==> config.mk <==
export PLATFORM = sky130hd
export DESIGN_NAME = ir_tx_scheduler
export DESIGN_NICKNAME = d
export VERILOG_FILES = /design/src/rtl/ir_pkg.sv /design/src/rtl/ir_prio_arb.sv /design/src/rtl/ir_tx_scheduler.sv
export SDC_FILE = /design/constraint.sdc
export NUM_CORES = 1
export LEC_CHECK = 0
export BUFFER_PORTS_ARGS = -buffer_cell sky130_fd_sc_hd__buf_4
export CAP_MARGIN = 20
export CORE_UTILIZATION = 45
export CTS_CLUSTER_DIAMETER = 60
export DETAILED_ROUTE_END_ITERATION = 7
export PLACE_DENSITY = 0.82
export SLEW_MARGIN = 20
export SYNTH_ARGS = -nofsm -noshare
export SYNTH_HDL_FRONTEND = slang
export SYNTH_SLANG_ARGS = --single-unit
==> constraint.sdc <==
create_clock -name clk -period 2.1 [get_ports clk]
set_input_delay 0.525 -clock clk [delete_from_list [all_inputs] [get_ports clk]]
set_output_delay 0.525 -clock clk [all_outputs]
set_load 0.02 [all_outputs]
==> src/rtl/ir_pkg.sv <==
// Shared types and constants for the IR transmit scheduler.
package ir_pkg;

  // Frame segment widths of the NEC-style transmitter
  localparam int unsigned IR_W35 = 35;
  localparam int unsigned IR_W32 = 32;

  // Default timing at the 100 MHz system clock
  localparam int unsigned IR_GAP_CYC_DEF     = 4000000;   // 40 ms inter-frame gap
  localparam int unsigned IR_TIMEOUT_CYC_DEF = 20000000;  // 200 ms hung-transmitter limit

  typedef enum logic [1:0] {
    IDLE = 2'd0,
    SEND = 2'd1,
    WAIT = 2'd2,
    GAP  = 2'd3
  } ir_state_e;

  // Larger of two cycle counts; sizes the shared gap/timeout counter
  function automatic int unsigned ir_max(input int unsigned a, input int unsigned b);
    return (a > b) ? a : b;
  endfunction

endpackage

==> src/rtl/ir_prio_arb.sv <==
// Lowest-index-first one-hot request picker (purely combinational).
module ir_prio_arb #(
  parameter int NREQ = 2
) (
  input  logic [NREQ-1:0] i_req,
  output logic [NREQ-1:0] o_gnt,
  output logic            o_any
);

  // Walk from the top index down so the lowest set bit has the final say
  always_comb begin
    o_gnt = '0;
    o_any = |i_req;
    for (int i = NREQ - 1; i >= 0; i--) begin
      if (i_req[i]) begin
        o_gnt    = '0;
        o_gnt[i] = 1'b1;
      end
    end
  end

endmodule

==> src/rtl/ir_tx_scheduler.sv <==
// IR command scheduler: arbitrates requesters onto one NEC-style transmitter,
// sends each accepted command REPEATS times with a GAP_CYC idle gap after
// every frame, and aborts a frame when tx_done does not return in time.
// Optional build macro IR_TX_DEDUP_EN: a command identical to the last
// completed frame is acknowledged (gnt) but not transmitted again.
//
// state | meaning
// IDLE  | waiting for a request; arbitration and grant happen here
// SEND  | one-cycle tx_start pulse for the latched frame
// WAIT  | waiting for tx_done, bounded by TIMEOUT_CYC
// GAP   | mandatory idle gap, then repeat or return to IDLE
module ir_tx_scheduler
  import ir_pkg::*;
#(
  parameter int NREQ        = 2,
  parameter int GAP_CYC     = IR_GAP_CYC_DEF,
  parameter int REPEATS     = 2,
  parameter int TIMEOUT_CYC = IR_TIMEOUT_CYC_DEF
) (
  input  logic                     clk,
  input  logic                     rst,
  input  logic [NREQ-1:0]          req,
  input  logic [NREQ*IR_W35-1:0]   req_data35,
  input  logic [NREQ*IR_W32-1:0]   req_data32,
  output logic [NREQ-1:0]          gnt,
  output logic                     tx_start,
  output logic [IR_W35-1:0]        tx_data35,
  output logic [IR_W32-1:0]        tx_data32,
  input  logic                     tx_done,
  output logic                     tx_abort,
  output logic                     busy,
  output logic                     frame_sent,
  output logic                     err_timeout
);

  // Gap and WAIT never overlap, so one counter serves both
  localparam int CW = $clog2(ir_max(GAP_CYC, TIMEOUT_CYC) + 1);
  localparam int RW = (REPEATS > 1) ? $clog2(REPEATS) : 1;

  ir_state_e          r_state;
  ir_state_e          w_next;
  logic [CW-1:0]      r_cnt;
  logic [RW-1:0]      r_rep;
  logic [NREQ-1:0]    r_gnt;
  logic [IR_W35-1:0]  r_d35;
  logic [IR_W32-1:0]  r_d32;
  logic               r_err;

  logic [NREQ-1:0]    w_win;
  logic               w_any;
  logic [IR_W35-1:0]  w_win35;
  logic [IR_W32-1:0]  w_win32;
  logic               w_accept;
  logic               w_dup;
  logic               w_launch;
  logic               w_expire;
  logic               w_timeout;
  logic               w_gap_end;

  ir_prio_arb #(.NREQ(NREQ)) u_arb (
    .i_req (req),
    .o_gnt (w_win),
    .o_any (w_any)
  );

  // Route the winning source's frame segments
  always_comb begin
    w_win35 = '0;
    w_win32 = '0;
    for (int k = 0; k < NREQ; k++) begin
      if (w_win[k]) begin
        w_win35 = req_data35[k*IR_W35 +: IR_W35];
        w_win32 = req_data32[k*IR_W32 +: IR_W32];
      end
    end
  end

`ifdef IR_TX_DEDUP_EN
  logic [IR_W35-1:0] r_last35;
  logic [IR_W32-1:0] r_last32;

  // Remember the last frame the transmitter actually finished (aborts do not count)
  always_ff @(posedge clk) begin
    if (rst) begin
      r_last35 <= '0;
      r_last32 <= '0;
    end else if (r_state == WAIT && tx_done) begin
      r_last35 <= r_d35;
      r_last32 <= r_d32;
    end
  end

  assign w_dup = (w_win35 == r_last35) && (w_win32 == r_last32);
`else
  assign w_dup = 1'b0;
`endif

  assign w_accept  = (r_state == IDLE) && w_any;
  assign w_launch  = w_accept && !w_dup;
  assign w_expire  = (r_state == WAIT) && (r_cnt == CW'(TIMEOUT_CYC - 1));
  // A tx_done landing on the expiry cycle wins over the timeout
  assign w_timeout = w_expire && !tx_done;
  assign w_gap_end = (r_state == GAP) && (r_cnt == CW'(GAP_CYC - 1));

  // State register
  always_ff @(posedge clk) begin
    if (rst) r_state <= IDLE;
    else     r_state <= w_next;
  end

  // Next-state logic
  always_comb begin
    w_next = r_state;
    case (r_state)
      IDLE: if (w_launch) w_next = SEND;
      SEND: w_next = WAIT;
      WAIT: if (tx_done || w_expire) w_next = GAP;
      GAP:  if (w_gap_end) w_next = (r_rep != '0) ? SEND : IDLE;
      default: w_next = IDLE;
    endcase
  end

  // Pulse outputs; held off while rst is asserted so a mid-frame reset emits nothing
  always_comb begin
    tx_start   = 1'b0;
    tx_abort   = 1'b0;
    frame_sent = 1'b0;
    busy       = (r_state != IDLE);
    if (!rst) begin
      tx_start   = (r_state == SEND);
      tx_abort   = w_timeout;
      frame_sent = (r_state == WAIT) && tx_done;
    end
  end

  // Shared gap/timeout counter: runs in WAIT and GAP, cleared on every transition
  always_ff @(posedge clk) begin
    if (rst) begin
      r_cnt <= '0;
    end else begin
      case (r_state)
        WAIT:    r_cnt <= (tx_done || w_expire) ? '0 : r_cnt + CW'(1);
        GAP:     r_cnt <= w_gap_end ? '0 : r_cnt + CW'(1);
        default: r_cnt <= '0;
      endcase
    end
  end

  // Remaining repeats: loaded on launch, spent at each gap end, dropped on timeout
  always_ff @(posedge clk) begin
    if (rst) begin
      r_rep <= '0;
    end else if (w_launch) begin
      r_rep <= RW'(REPEATS - 1);
    end else if (w_timeout) begin
      r_rep <= '0;
    end else if (w_gap_end && r_rep != '0) begin
      r_rep <= r_rep - RW'(1);
    end
  end

  // Grant pulse and frame latch on the accepting edge
  always_ff @(posedge clk) begin
    if (rst) begin
      r_gnt <= '0;
      r_d35 <= '0;
      r_d32 <= '0;
    end else begin
      r_gnt <= w_accept ? w_win : '0;
      if (w_launch) begin
        r_d35 <= w_win35;
        r_d32 <= w_win32;
      end
    end
  end

  // Sticky hung-transmitter flag
  always_ff @(posedge clk) begin
    if (rst)            r_err <= 1'b0;
    else if (w_timeout) r_err <= 1'b1;
  end

  assign gnt         = r_gnt;
  assign tx_data35   = r_d35;
  assign tx_data32   = r_d32;
  assign err_timeout = r_err;

endmodule
[After elaboration in Yosys (flattened, before gate mapping)]
Index checks and enable logic that the tools add are counted.
Word-level totals
  logic and storage cells: 52
  bits in registers: 98
  input bits: 139
Cells by class
  add/sub/neg operators: 2
  bitwise operators: 1
  multiplexer cells: 20
  equal/unequal tests: 8
  reductions and logical operators: 14
Operators by type and width (number)
  2-to-1 mux 35 bit: 2
  2-to-1 mux 32 bit: 2
  2-to-1 mux 25 bit: 2
  case mux 25 bit (2 select lines): 1
  adder 25 x 1 -> 25 bit (second input constant): 1
  equality test 25 x 22 -> 1 bit (second input constant): 1
  equality test 25 bit (second input constant): 1
  2-to-1 mux 2 bit: 5
  case mux 2 bit (4 select lines): 1
  2-to-1 mux 1 bit: 7
  logical AND 1 bit: 6
  != test 2 bit (second input constant): 3
  equality test 2 bit (second input constant): 2
  OR reduction 2 bit: 2
  AND reduction 3 bit: 1
  nonzero test 3 bit: 1
  equality test 2 x 1 -> 1 bit (second input constant): 1
  logical NOT 2 bit: 1
  nonzero test 2 bit: 1
  logical NOT 1 bit: 1
  logical OR 1 bit: 1
  inverter 1 bit: 1
  subtractor 1 bit (second input constant): 1

[Depth between registers and ports, before layout]
  word-level depth: 6
  gate-level depth with buffers: 9
  gate-level depth less buffers: 7

[Cells and area by module]
A second synthesis with hierarchy kept.
Second synthesis, totals
  cells, all modules: 481
  area, all modules: 4191.5 um^2
By module, submodules not included
  ir_tx_scheduler: area each 4171.5 um^2, instances 1, cells an instance 478
  ir_prio_arb: area each 20.0 um^2, instances 1, cells an instance 3

[Least setup slack after synthesis]
No wires, ideal clock.
  path kind: reg-to-output
  start point: register r_state[0]
  end point: output port tx_abort
  path slack: 0.031 ns
  data required time: 1.575 ns
  path buffers: 0
  stages on the path, launching flop included: 7
  data arrival time: 1.544 ns
  cell sequence: dfxtp_1 inv_1 ha_1 nand4_1 nor4b_1 nand4b_1 nor2_1
Between the ends
  cells in the longest elaborated chain, start to end: 4
Ends and longest elaborated chain
  from (decl): RTL line ir_tx_scheduler.sv:40  | ir_state_e r_state;
  from (signal assigned): RTL line ir_tx_scheduler.sv:108  | else r_state <= w_next;
  equality test 2 bit: RTL line ir_tx_scheduler.sv:100  | assign w_expire = (r_state == WAIT) && (r_cnt == CW'(TIMEOUT_CYC - 1));
  logical AND 1 bit: RTL line ir_tx_scheduler.sv:100
  logical AND 1 bit: RTL line ir_tx_scheduler.sv:102  | assign w_timeout = w_expire && !tx_done;
  2-to-1 mux 1 bit: RTL line ir_tx_scheduler.sv:129  | if (!rst) begin
  to (decl): RTL line ir_tx_scheduler.sv:30  | output logic tx_abort,
Every way passes these cells.

[Worst setup path after layout]
Same ends and word-level chain as after synthesis.

==> impl_metrics.json <==
{
  "rsz0062_at_grt": "yes",
  "layout_common_cells": "buf_4 (227), dfxtp_1 (94), a21oi_1 (69)",
  "final_common_cell": "buf_4",
  "crit_fanout": 2,
  "syn_avg_cell_area_um2": 8.57,
  "rows": 34,
  "hp-class": "input port to flip-flop",
  "grt_pass1_vias": 4490,
  "grt_pass1_wl_mm": 21.0,
  "wire_per_inst_um": 16.7,
  "synth_area_leaders": "dfxtp_1 (48%), o22ai_1 (10%), a21oi_1 (8.4%), o21ai_0 (8.3%), xnor2_1 (3.4%)",
  "critPathLaunchType": "flip-flop",
  "wirelength_mm": 13.2,
  "fp.dieW_um": 97.3,
  "ctsHoldBuffers": 0,
  "yosysSeqAreaShare_pct": 48.0,
  "numCtsBuffers": 9,
  "diodes": 0,
  "ys_seq_elements": 98,
  "end_kind": "output port",
  "viasPerCell": 5.64,
  "syn_inst": 477,
  "arrival_ps": 1770,
  "port_buffers": 212,
  "irDropWorstVdd_mv": 0.681,
  "insertion_delay_ps": 350,
  "max_cap_violations": 0,
  "syn_nets": 621,
  "worst_slew_pin_slew_ps": 728,
  "synth_area_mm2": 0.00409,
  "crit_chain": "inv_2 -> ha_4 -> nand4_1 -> nor4b_4 -> nand4b_1 -> nor2_2 -> buf_6",
  "placed_cells": 769,
  "crit_path_top_delay_cell": "dfxtp_2",
  "fin_hold_ws_ps": 407,
  "critical_path.max_stage_delay_ps": 330,
  "tritoncts": "built",
  "fin_cells": 794,
  "grt_max_degree": 72,
  "timing_worst_setup_path_type": "flip-flop to output port",
  "seq_area_mm2": 0.00197,
  "yosys.area.top_type": "dfxtp_1",
  "track_usage_pct": 27.2,
  "skew_ps": 12.6,
  "nets": 825,
  "min_period_ps": 2300,
  "die_area_mm2": 0.00947,
  "finalCritPeriodShare_pct": 109,
  "cts_htree_levels": 3,
  "path_clk_slew_ps": 90,
  "synth_top_area_share_pct": 48.0,
  "gp_congestion": 0.847,
  "firstDrtPassIters": 5,
  "overflow": 0,
  "synth_cell_types": 39,
  "drive_gt1_share_pct": 40.2,
  "remaining_drc_errors": 0,
  "leakagePower_nw": 2.58,
  "status": "finished with violations",
  "ys_warn_count": 0,
  "die_h_um": 97.3,
  "final_antenna_net_count": 0,
  "syn_to_final_growth_pct": 51.0,
  "drv_slew": 0,
  "ios": 213,
  "vias": 4479,
  "finalWorstSetupSlack_ps": -197,
  "slew_headroom_pct": 51.5,
  "place_area_mm2": 0.00578,
  "setup_tns_ps": -299,
  "crit_required_ps": 1570,
  "cts-root-buf": "clkbuf_8",
  "setup_viol": 9,
  "coreArea_mm2": 0.00876,
  "design_area_mm2": 0.00618,
  "power_density_mw_per_mm2": 1120,
  "dpl.hpwl_mm": 9.19,
  "antenna_found_initial": 0,
  "dr.first_iter.drc_count": 201,
  "hold_violations": 0,
  "fill_cells": 679,
  "clk_path_buf_depth": 2,
  "start_util_pct": 46.7,
  "fmax_mhz": 435,
  "violations": "setup timing",
  "power_mw": 6.93,
  "multiInputGateArea_mm2": 0.00201,
  "cts_sinks": 98
}
layout make-up:
class                   instances  area share [%]
multi-input cells             328            32.5
flip-flops and latches         98            31.9
repair buffers                232            28.9
clock buffers                  10            2.23
well taps                     108            2.19
clock inverters                 6            1.46
inverters                      12           0.790
cell families (layout without fill, tap and decap cells):
family          Yosys count  after routing  synth area share (%)
compound gates          211            211                  28.9
xor+xnor                 23             23                  4.93
fa+ha+maj                 5              5                  1.53
buf+inv                  52            260                  5.42
flops                    98             98                  48.0
mux                       1              1                 0.245
simple gates             87             88                  11.0
critical path: cells and delay by family, from the launching register on:
kind	cells	cell delay, ps
adder cells (fa/ha/maj)	1	140
flip-flops	1	330
AND/OR/NAND/NOR	4	760
buffers and inverters	2	200
path summary, 6_finish.rpt:
| kind | from | endpoint | slack [ps] | cells after the start |
|---|---|---|---|---|
| setup / recovery | r_state[0] | tx_abort | -200 | 7 |
| hold / removal | rst | err_timeout | 410 | 2 |
| setup reg to reg | r_state[0] | r_cnt[23] | -20 | 12 |
| hold reg to reg | r_cnt[0] | r_cnt[0] | 450 | 1 |
registers in the layout, indices dropped and copies added (netlist names):
signal and cells:
tx_data32 32, err_timeout 1, r_rep 1, r_cnt 25, gnt 2, tx_data35 35
r_state 2
report_power, final:
part / switching [mW] / leakage, nW / internal [mW] / total (mW)
clock: 0.652 / 0.112 / 0.706 / 1.36
sequential: 0.271 / 0.810 / 2.38 / 2.65
combinational: 1.74 / 1.65 / 1.19 / 2.93
metrics by stage:
stage	util (%)	setup WS, ps
after floorplan	-	31.4
final	70.5	-197
after detailed placement	65.9	-68.3
after CTS	69.6	-267
after global routing	70.5	-325
after global placement	65.9	35.7
timing repair:
item | in CTS | in global routing
hold endpoints to repair | 0 | 0
resized for setup | 14 | 9
gates cloned | 1 | 0
pin swaps | 7 | 6
endpoints found under the setup margin | 14 | 29
setup buffers | 4 | 4
synthesized netlist by cell type:
cell,number
a211oi_2,1
a21oi_1,69
a311oi_2,1
and3_1,2
and3_2,2
and4_1,2
and4_2,1
and4bb_2,1
buf_6,2
clkbuf_1,36
clkbuf_2,1
clkbuf_8,1
clkinv_1,2
dfxtp_1,98
ha_1,5
inv_1,10
mux2i_1,1
nand2_1,11
nand2b_1,1
nand3_1,9
nand3b_1,1
nand4_1,4
nand4_2,1
nand4b_1,2
nor2_1,33
nor2b_1,1
nor3_1,8
nor4_1,5
nor4b_1,2
o211ai_1,1
o21a_1,1
o21ai_0,68
o21ai_4,1
o22ai_1,67
o31a_1,1
o31a_2,1
or4_1,1
xnor2_1,16
xor2_1,7
metal layers:
metal	wire length (um)	up-vias	track usage [%]
li1	-	2156	-
met1	5290	2079	31.2
met2	6680	218	48.9
met3	946	26	5.61
met4	331	0	11.1
met5	0	-	0
No activity file was read; power rests on OpenSTA's default activity.
